<file path="src/rtl/spi_master_param_if.sv">
// spi_master_param_if: control handshake and SPI pins between a local controller and spi_master_param
interface spi_master_param_if #(
    parameter int DATA_WIDTH = 8,
    parameter int NUM_SLAVES = 3,
    parameter int SEL_W      = $clog2(NUM_SLAVES + 1)
);
    logic                  start;
    logic [1:0]            mode;
    logic [SEL_W-1:0]      cs_sel;
    logic [DATA_WIDTH-1:0] tx_data;
    logic [DATA_WIDTH-1:0] rx_data;
    logic                  busy;
    logic                  done;
    logic                  sclk;
    logic                  mosi;
    logic                  miso;
    logic [NUM_SLAVES-1:0] cs_n;

    modport master (
        input  start, mode, cs_sel, tx_data, miso,
        output rx_data, busy, done, sclk, mosi, cs_n
    );

    modport slave (
        output start, mode, cs_sel, tx_data, miso,
        input  rx_data, busy, done, sclk, mosi, cs_n
    );
endinterface

</file>
<file path="src/rtl/spi_master_param.sv">
// spi_master_param: parametrised full-duplex SPI master with programmable SCLK divider and all four modes
module spi_master_param #(
    parameter int DATA_WIDTH = 8,
    parameter int NUM_SLAVES = 3,
    parameter int CLK_DIV    = 2,
    parameter bit LSB_FIRST  = 1'b0,
    parameter int SEL_W      = $clog2(NUM_SLAVES + 1)
) (
    input logic                clk,
    input logic                reset,
    spi_master_param_if.master bus
);
    localparam int CW = (CLK_DIV > 1) ? $clog2(CLK_DIV) : 1;
    localparam int EW = $clog2(2 * DATA_WIDTH);
    localparam logic [CW-1:0]    DIV_LAST  = CW'(CLK_DIV - 1);
    localparam logic [EW-1:0]    EDGE_LAST = EW'(2 * DATA_WIDTH - 1);
    localparam logic [SEL_W-1:0] SEL_MAX   = SEL_W'(NUM_SLAVES);
    localparam logic [SEL_W-1:0] SEL_ONE   = SEL_W'(1);

    typedef enum logic [2:0] {IDLE, LEAD, XFER, TRAIL, GAP} state_t;

    state_t                state, next_state;
    logic [CW-1:0]         div_cnt;
    logic [EW-1:0]         edge_cnt;
    logic [DATA_WIDTH-1:0] tx_sr, rx_sr, rx_data;
    logic [SEL_W-1:0]      sel;
    logic [NUM_SLAVES-1:0] cs_n;
    logic                  cpha, sclk, mosi, done, busy;
    logic                  accept, tick, last_edge, lead_edge, sample, shift;

    function automatic logic [DATA_WIDTH-1:0] shift_in(input logic [DATA_WIDTH-1:0] v, input logic b);
        return LSB_FIRST ? {b, v[DATA_WIDTH-1:1]} : {v[DATA_WIDTH-2:0], b};
    endfunction

    function automatic logic first_bit(input logic [DATA_WIDTH-1:0] v);
        return LSB_FIRST ? v[0] : v[DATA_WIDTH-1];
    endfunction

    assign accept    = bus.start && bus.cs_sel != '0 && bus.cs_sel <= SEL_MAX;
    assign tick      = state != IDLE && div_cnt == DIV_LAST;
    assign last_edge = edge_cnt == EDGE_LAST;
    assign lead_edge = ~edge_cnt[0];
    // CPHA=0 samples on leading edges and shifts on trailing ones; CPHA=1 is the mirror image
    assign sample    = cpha ^ lead_edge;
    assign shift     = cpha ? lead_edge : ~lead_edge && ~last_edge;

    always_ff @(posedge clk or negedge reset)
        if (!reset) state <= IDLE;
        else state <= next_state;

    always_comb begin
        next_state = state;
        case (state)
            IDLE:    next_state = accept ? LEAD : IDLE;
            LEAD:    next_state = tick ? XFER : LEAD;
            XFER:    next_state = (tick && last_edge) ? TRAIL : XFER;
            TRAIL:   next_state = tick ? GAP : TRAIL;
            GAP:     next_state = tick ? IDLE : GAP;
            default: next_state = IDLE;
        endcase
    end

    always_comb begin
        busy = state != IDLE;
        cs_n = '1;
        if (state inside {LEAD, XFER, TRAIL}) cs_n = ~(NUM_SLAVES'(1) << (sel - SEL_ONE));
    end

    always_ff @(posedge clk or negedge reset) begin
        if (!reset) begin
            div_cnt  <= '0;
            edge_cnt <= '0;
            tx_sr    <= '0;
            rx_sr    <= '0;
            rx_data  <= '0;
            sel      <= '0;
            cpha     <= 1'b0;
            sclk     <= 1'b0;
            mosi     <= 1'b0;
            done     <= 1'b0;
        end else begin
            div_cnt <= (state == IDLE || tick) ? '0 : div_cnt + CW'(1);
            done    <= state == TRAIL && tick;
            if (state == TRAIL && tick) rx_data <= rx_sr;
            // sclk tracks CPOL while idle so the level is settled before CS asserts
            if (state == IDLE) begin
                sclk     <= bus.mode[1];
                edge_cnt <= '0;
                if (accept) begin
                    cpha  <= bus.mode[0];
                    sel   <= bus.cs_sel;
                    tx_sr <= bus.mode[0] ? bus.tx_data : shift_in(bus.tx_data, 1'b0);
                    if (!bus.mode[0]) mosi <= first_bit(bus.tx_data);
                end
            end else if (state == XFER && tick) begin
                sclk     <= ~sclk;
                edge_cnt <= edge_cnt + EW'(1);
                if (sample) rx_sr <= shift_in(rx_sr, bus.miso);
                if (shift) begin
                    mosi  <= first_bit(tx_sr);
                    tx_sr <= shift_in(tx_sr, 1'b0);
                end
            end
        end
    end

    assign bus.rx_data = rx_data;
    assign bus.busy    = busy;
    assign bus.done    = done;
    assign bus.sclk    = sclk;
    assign bus.mosi    = mosi;
    assign bus.cs_n    = cs_n;
endmodule

</file>
<file path="src/flat_wrapper.sv">
// flat-port wrapper written by rule: the top's interface ports become plain ports
module spi_master_param_flat 
#(
    parameter int DATA_WIDTH = 8,
    parameter int NUM_SLAVES = 3,
    parameter int CLK_DIV    = 2,
    parameter bit LSB_FIRST  = 1'b0,
    parameter int SEL_W      = $clog2(NUM_SLAVES + 1)
)
  (clk, reset, bus_start, bus_mode, bus_cs_sel, bus_tx_data, bus_miso, bus_rx_data, bus_busy, bus_done, bus_sclk, bus_mosi, bus_cs_n);
  spi_master_param_if #(.DATA_WIDTH(DATA_WIDTH), .NUM_SLAVES(NUM_SLAVES), .SEL_W(SEL_W)) bus_i ();
  input logic clk;
  input logic reset;
  input wire logic [$bits(bus_i.start)-1:0] bus_start;
  input wire logic [$bits(bus_i.mode)-1:0] bus_mode;
  input wire logic [$bits(bus_i.cs_sel)-1:0] bus_cs_sel;
  input wire logic [$bits(bus_i.tx_data)-1:0] bus_tx_data;
  input wire logic [$bits(bus_i.miso)-1:0] bus_miso;
  output wire logic [$bits(bus_i.rx_data)-1:0] bus_rx_data;
  output wire logic [$bits(bus_i.busy)-1:0] bus_busy;
  output wire logic [$bits(bus_i.done)-1:0] bus_done;
  output wire logic [$bits(bus_i.sclk)-1:0] bus_sclk;
  output wire logic [$bits(bus_i.mosi)-1:0] bus_mosi;
  output wire logic [$bits(bus_i.cs_n)-1:0] bus_cs_n;
  assign bus_i.start = bus_start;
  assign bus_i.mode = bus_mode;
  assign bus_i.cs_sel = bus_cs_sel;
  assign bus_i.tx_data = bus_tx_data;
  assign bus_i.miso = bus_miso;
  assign bus_rx_data = bus_i.rx_data;
  assign bus_busy = bus_i.busy;
  assign bus_done = bus_i.done;
  assign bus_sclk = bus_i.sclk;
  assign bus_mosi = bus_i.mosi;
  assign bus_cs_n = bus_i.cs_n;
  spi_master_param #(.DATA_WIDTH(DATA_WIDTH), .NUM_SLAVES(NUM_SLAVES), .CLK_DIV(CLK_DIV), .LSB_FIRST(LSB_FIRST), .SEL_W(SEL_W)) u_core (.clk(clk), .reset(reset), .bus(bus_i));
endmodule
</file>
<file path="config.mk">
export PLATFORM = sky130hd
export DESIGN_NAME = spi_master_param_flat
export DESIGN_NICKNAME = d
export VERILOG_FILES = /design/src/rtl/spi_master_param_if.sv /design/src/rtl/spi_master_param.sv /design/src/flat_wrapper.sv
export SDC_FILE = /design/constraint.sdc
export NUM_CORES = 1
export LEC_CHECK = 0
export CAP_MARGIN = 20
export CORE_MARGIN = 2
export CORE_UTILIZATION = 50
export CTS_CLUSTER_SIZE = 12
export DETAILED_ROUTE_END_ITERATION = 7
export DONT_BUFFER_PORTS = 1
export PLACE_DENSITY = 0.77
export SKIP_LAST_GASP = 1
export SYNTH_ARGS = -nofsm -noshare
export SYNTH_HDL_FRONTEND = slang
export SYNTH_SLANG_ARGS = --single-unit
</file>
<file path="constraint.sdc">
create_clock -name clk -period 2.3 [get_ports clk]
set_input_delay 0 -clock clk [delete_from_list [all_inputs] [get_ports clk]]
set_output_delay 0 -clock clk [all_outputs]
set_load 0.02 [all_outputs]
</file>
==> metrics, run 1 <==
status completed; input/output buffers 0; CP Capture Type register; area occupied by multi-input gates 756 um2; count leader, synth dfrtp_1; num ports 31; first-pass GRT wire length 5820 um; core box area 3360 um2; Iteration-0 DRC Markers 28; Slew @ Worst Pin 0.593 ns; final setup vio count 0; Place WS 0.363 ns; Mapped Area 1750 um2; Slew headroom 60.3%; share of cells above drive strength 1 23.3%; PD cells 1340 nW/um2; routed len/inst 15.5 um; Fin. Hold Viols 0; Die Height 63.2 um; setup ws final 0.107 ns; row count 21; R2R depth 6; root buffer cell clkbuf_4; Final Net Count 192; final wirelength 3440 um; Worst-path clk slew 0.12 ns; Post-synth EDFFs 0; CTS tree built; max-slew violations 0; total track usage 18.9%; grt ovf 0; clk buf depth 2; final setup TNS 0 ns; DRC 0; final core utilization 63.2%; die outline width 63.2 um; reg-to-reg endpoint u_core.sel[1]; FF+latch area 952 um2; critical-path maximum fanout 9; Gate Count Post-Synth 148; worst path arrival time 2.49 ns; GPL Wtd Cong 0.723; Worst-Skew Late Latency 0.35 ns; syn nets 165; initial antenna violation count 0; clock net sink count 38; sequential area share after synthesis 54.2%; final cell count without fillers 222; Fin Clk Skew 0.00665 ns; synthesized area per cell 11.9 um2; RSZ-0062 raised after global routing false; vias in the first global route 1,287; RR Startpoint u_core.state[0]; reg2reg setup slack 0.11 ns; FMAX 456 MHz; worst min-delay path class in2reg; die area 4000 um2; worst hold path cell count 3; Primary FF master, synth dfrtp_1; critical hold path startpoint bus_mode[0]; Synth cell types 30; Via-to-Cell Ratio 5.40; Worst Path Required 2.59 ns; Critical Path Source Type register; H-tree depth 2; worst vdd ir 0.000674 V; CTS Buf Count 5; HPWL after DPL 2200 um; remaining antenna violation count 0; top post-synthesis cells by count 38 x dfrtp_1, 17 x nand2_1, 16 x mux2_2; placed instance count 190; crit path time final 2.19 ns; cell accounting for the most synthesized area dfrtp_1; top area cells in the synthesized netlist dfrtp_1 54%, mux2_2 10%, mux2_4 6.8%; first-pass iteration count of the detailed router 4; Post-synth ARST share 100%; crit path kind reg2reg; Synth Warn # 0; largest net degree at the start of global routing 39; max cap viols 0; DR vias 1,198; Lkg Pwr 0.950 nW; Initial Util 52.2%; top-area cell type share of the netlist area 54.2%; total power 0.00284 W; worst hold path endpoint u_core.tx_sr[3]; fin crit share 95.3%; # fillers 287; synthesis-stage register bit count 38; Area Growth Syn to Fin 21.3%; ANT cells 0
[metrics by stage]
step                      cell area, um2  hold slack [ns]
after floorplan                     1750           -0.296
after global placement              1800           -0.294
after detailed placement            1800           -0.295
after CTS                           2110          0.00283
after global routing                2130           0.0139
final                               2130          0.00299
[per-layer routing]
layer / up-vias / GRT usage, % / wire [um]
li1: 574 / - / -
met1: 592 / 21.2 / 1370
met2: 25 / 34.0 / 1860
met3: 7 / 5.54 / 151
met4: 0 / 6.52 / 50
met5: - / 0 / 0
[logic make-up after synthesis]
logic type,synth area share [%]
multiplexers,21.1
flip-flops,54.2
AO/OA/AOI/OAI,7.70
AND/OR/NAND/NOR,11.6
XOR/XNOR,2.00
adder cells (fa/ha/maj),0.713
buffers and inverters,2.71
[state kept, by name, indices dropped and copies added, names as in the netlist, 2 cells and up]
signal and cells:
u_core.bus.rx_data 8, u_core.edge_cnt 4, u_core.rx_sr 8, u_core.sel 2, u_core.state 3, u_core.tx_sr 8
[report_power, final]
group / switching, W / internal (W)
logic: 0.000489 / 0.000564
clock network: 0.000237 / 0.000228
registers: 0.000358 / 0.000969
[placed cells by master, fill, tap and decap left out, types with 2 or more instances in the layout]
| cell | n |
|---|---|
| a21oi_1 | 3 |
| buf_4 | 5 |
| clkbuf_4 | 5 |
| clkinvlp_4 | 2 |
| dfrtp_1 | 37 |
| dlygate4sd3_1 | 21 |
| inv_1 | 2 |
| mux2_2 | 16 |
| mux2_4 | 8 |
| mux2i_1 | 7 |
| nand2_1 | 17 |
| nand3_1 | 6 |
| nand3b_1 | 2 |
| nor2_1 | 8 |
| nor2b_1 | 2 |
| nor3_1 | 2 |
| o211ai_1 | 4 |
| o21ai_0 | 11 |
| xor2_1 | 3 |
[timing repair]
item / 4_1_cts / 5_1_grt
hold endpoints to repair: 51 / 0
buffers inserted: 0 / 2
setup endpoints to repair: 0 / 1
resized for setup: 0 / 1
hold buffers: 22 / 0
[critical path: stages (launching register included)]
cell           delay, ns
dfrtp_2             0.48
nor3_1              0.21
buf_4               0.18
nand3_1             0.08
dlygate4sd3_1       0.57
nand2_1             0.06
dlygate4sd3_1       0.55
[worst max path at each step]
stage	start	depth (start not counted)	to
2_1_floorplan	u_core.state[0]	6	u_core.rx_sr[0]
3_3_place_gp	u_core.state[0]	3	u_core.rx_sr[0]
3_5_place_dp	u_core.state[1]	4	u_core.rx_sr[1]
4_1_cts	u_core.state[0]	6	u_core.sel[1]
5_1_grt	u_core.state[0]	6	u_core.sel[1]
6_report	u_core.state[0]	6	u_core.sel[1]
[cell type report]
class,count,share of cell area (%)
clock buffers,5,1.76
multi-input cells,100,35.5
inverters,3,0.529
flip-flops and latches,38,44.8
repair buffers,27,12.6
well taps,46,2.71
clock inverters,3,2.12
(Power assumes the default switching activity.)
==> run 2, diff against run 1 <==
--- a/config.mk
+++ b/config.mk
@@ -7,11 +7,11 @@
 export LEC_CHECK = 0
 export CAP_MARGIN = 20
 export CORE_MARGIN = 2
-export CORE_UTILIZATION = 50
+export CORE_UTILIZATION = 40
 export CTS_CLUSTER_SIZE = 12
 export DETAILED_ROUTE_END_ITERATION = 7
 export DONT_BUFFER_PORTS = 1
-export PLACE_DENSITY = 0.77
+export PLACE_DENSITY = 0.66
 export SKIP_LAST_GASP = 1
 export SYNTH_ARGS = -nofsm -noshare
 export SYNTH_HDL_FRONTEND = slang
==> metrics, run 2 (synthesized netlist as in run 1, its figures left out) <==
HPWL after DPL 2160 um (-1.8%); first-pass GRT wire length 5410 um (-7.1%); CP most frequent cell dlygate4sd3_1; # fillers 398 (+39%); die outline width 70.2 um (+11%); max incr delay on CP 0.61 ns (+0.04 ns); clock net sink count 38 (unchanged); total power 0.00278 W (-2.2%); Slew headroom 63.9% (+3.6 points); Final Net Count 181 (-5.7%); FMAX 458 MHz (+0.52%); final setup TNS 0 ns (unchanged); worst vdd ir 0.000665 V (-1.2%); largest net degree at the start of global routing 39 (unchanged); vias in the first global route 1,203 (-6.5%); final wirelength 3160 um (-8.2%); Critical Path Source Type register; Fin. Hold Viols 0 (unchanged); FF+latch area 952 um2 (unchanged); Worst Path Required 2.52 ns (-0.07 ns); core box area 4290 um2 (+28%); Worst-path clk slew 0.08 ns (-0.04 ns); num ports 31 (unchanged); clk buf depth 2 (unchanged); crit path time final 2.18 ns (-0.0114 ns); GPL Wtd Cong 0.769 (+6.4%); grt ovf 0 (unchanged); routed len/inst 14.6 um (-5.7%); H-tree depth 2 (unchanged); worst min-delay path class in2reg; placed instance count 196 (+3.2%); DRC 0 (unchanged); CTS tree built; remaining antenna violation count 0 (unchanged); worst path arrival time 2.41 ns (-0.08 ns); CP Capture Type register; initial antenna violation count 0 (unchanged); area occupied by multi-input gates 761 um2 (+0.66%); most common cell after layout, fill and taps aside dfrtp_1; fin crit share 94.8% (-0.50 points); critical-path maximum fanout 9 (unchanged); Initial Util 40.9% (-11 points); Die Height 70.2 um (+11%); share of cells above drive strength 1 25.0% (+1.7 points); row count 24 (+14%); Lkg Pwr 0.914 nW (-3.8%); final core utilization 47.2% (-16 points); Slew @ Worst Pin 0.539 ns (-0.0544 ns); Area Growth Syn to Fin 15.5%; RSZ-0062 raised after global routing false; total track usage 13.8% (-5.1 points); Hold WS 0.00509 ns (+0.00210 ns); root buffer cell clkbuf_8; final setup vio count 0 (unchanged); crit-path cells nor3_2 -> buf_4 -> nand3_1 -> dlygate4sd3_1 -> nand2_1 -> dlygate4sd3_1; final cell count without fillers 216 (-2.7%); max-slew violations 0 (unchanged); top flop regs u_core.bus.rx_data (8), u_core.rx_sr (8), u_core.tx_sr (8); CP max stage cell dlygate4sd3_1; CTS Buf Count 5 (unchanged); input/output buffers 0 (unchanged); Worst-Skew Late Latency 0.28 ns (-0.07 ns); first-pass iteration count of the detailed router 4 (unchanged); crit path kind reg2reg; max cap viols 0 (unchanged); most frequent cells in the layout 37 x dfrtp_1, 17 x nand2_1, 16 x mux2_2; status completed; ANT cells 0 (unchanged); Fin Clk Skew 0.00922 ns (+0.00256 ns); die area 4930 um2 (+23%); DR vias 1,140 (-4.8%); Iteration-0 DRC Markers 75 (+170%); Via-to-Cell Ratio 5.28 (-2.2%); PD cells 1370 nW/um2 (+2.6%)
run 2: repair_timing:
item                                   CTS  global route
setup endpoints to repair                0             1
endpoints found under the hold margin   45             0
setup buffers                            0             2
gates resized for setup                  0             2
hold buffers                            11             0
run 2: power breakdown:
group	internal, W	switching (W)	total, W	leakage (nW)
clock	0.000203	0.000220	0.000423	0.0438
sequential	0.000971	0.000354	0.00133	0.466
combinational	0.000550	0.000481	0.00103	0.404
run 2: final timing paths:
kind / start / cells past startpoint / endpoint / slack (ns)
worst max-delay path: u_core.state[0] / 6 / u_core.sel[0] / 0.12
worst min-delay path: bus_mode[0] / 3 / u_core.bus.mosi / 0.005
worst max register to register: u_core.state[0] / 6 / u_core.sel[0] / 0.12
worst min register to register: u_core.div_cnt / 1 / u_core.div_cnt / 0.50
max in group asynchronous: reset / 2 / u_core.state[0] / 1.93
min in group asynchronous: reset / 2 / u_core.bus.done / 0.16
run 2: final cells by class:
class	count	area share (%)
Clock buffer	5	3.40
Multi-Input combinational cell	100	37.6
Tap cell	52	3.21
Inverter	3	0.556
Clock inverter	2	0.494
Sequential cell	38	47.0
Timing Repair Buffer	16	7.78
run 2: layer usage:
| layer | global-route usage (%) | routed length [um] | up-vias | share of wire [%] |
|---|---|---|---|---|
| li1 | - | - | 548 | - |
| met1 | 17.0 | 1330 | 558 | 42 |
| met2 | 23.1 | 1630 | 31 | 52 |
| met3 | 4.04 | 174 | 3 | 5.5 |
| met4 | 4.49 | 21 | 0 | 0.67 |
| met5 | 0 | 0 | - | 0 |
run 2: metrics by stage:
stage	setup slack [ns]	cell area (um2)
floorplan	0.380	1750
global placement	0.439	1810
detailed placement	0.391	1810
CTS	0.104	2000
global route	0.0135	2030
finish	0.119	2030
run 2: worst max-delay path: cells and delay by family (launching register included):
| family | cells | cell delay, ns |
|---|---|---|
| AND/OR/NAND/NOR | 3 | 0.34 |
| buffers and inverters | 3 | 1.30 |
| flip-flops | 1 | 0.47 |
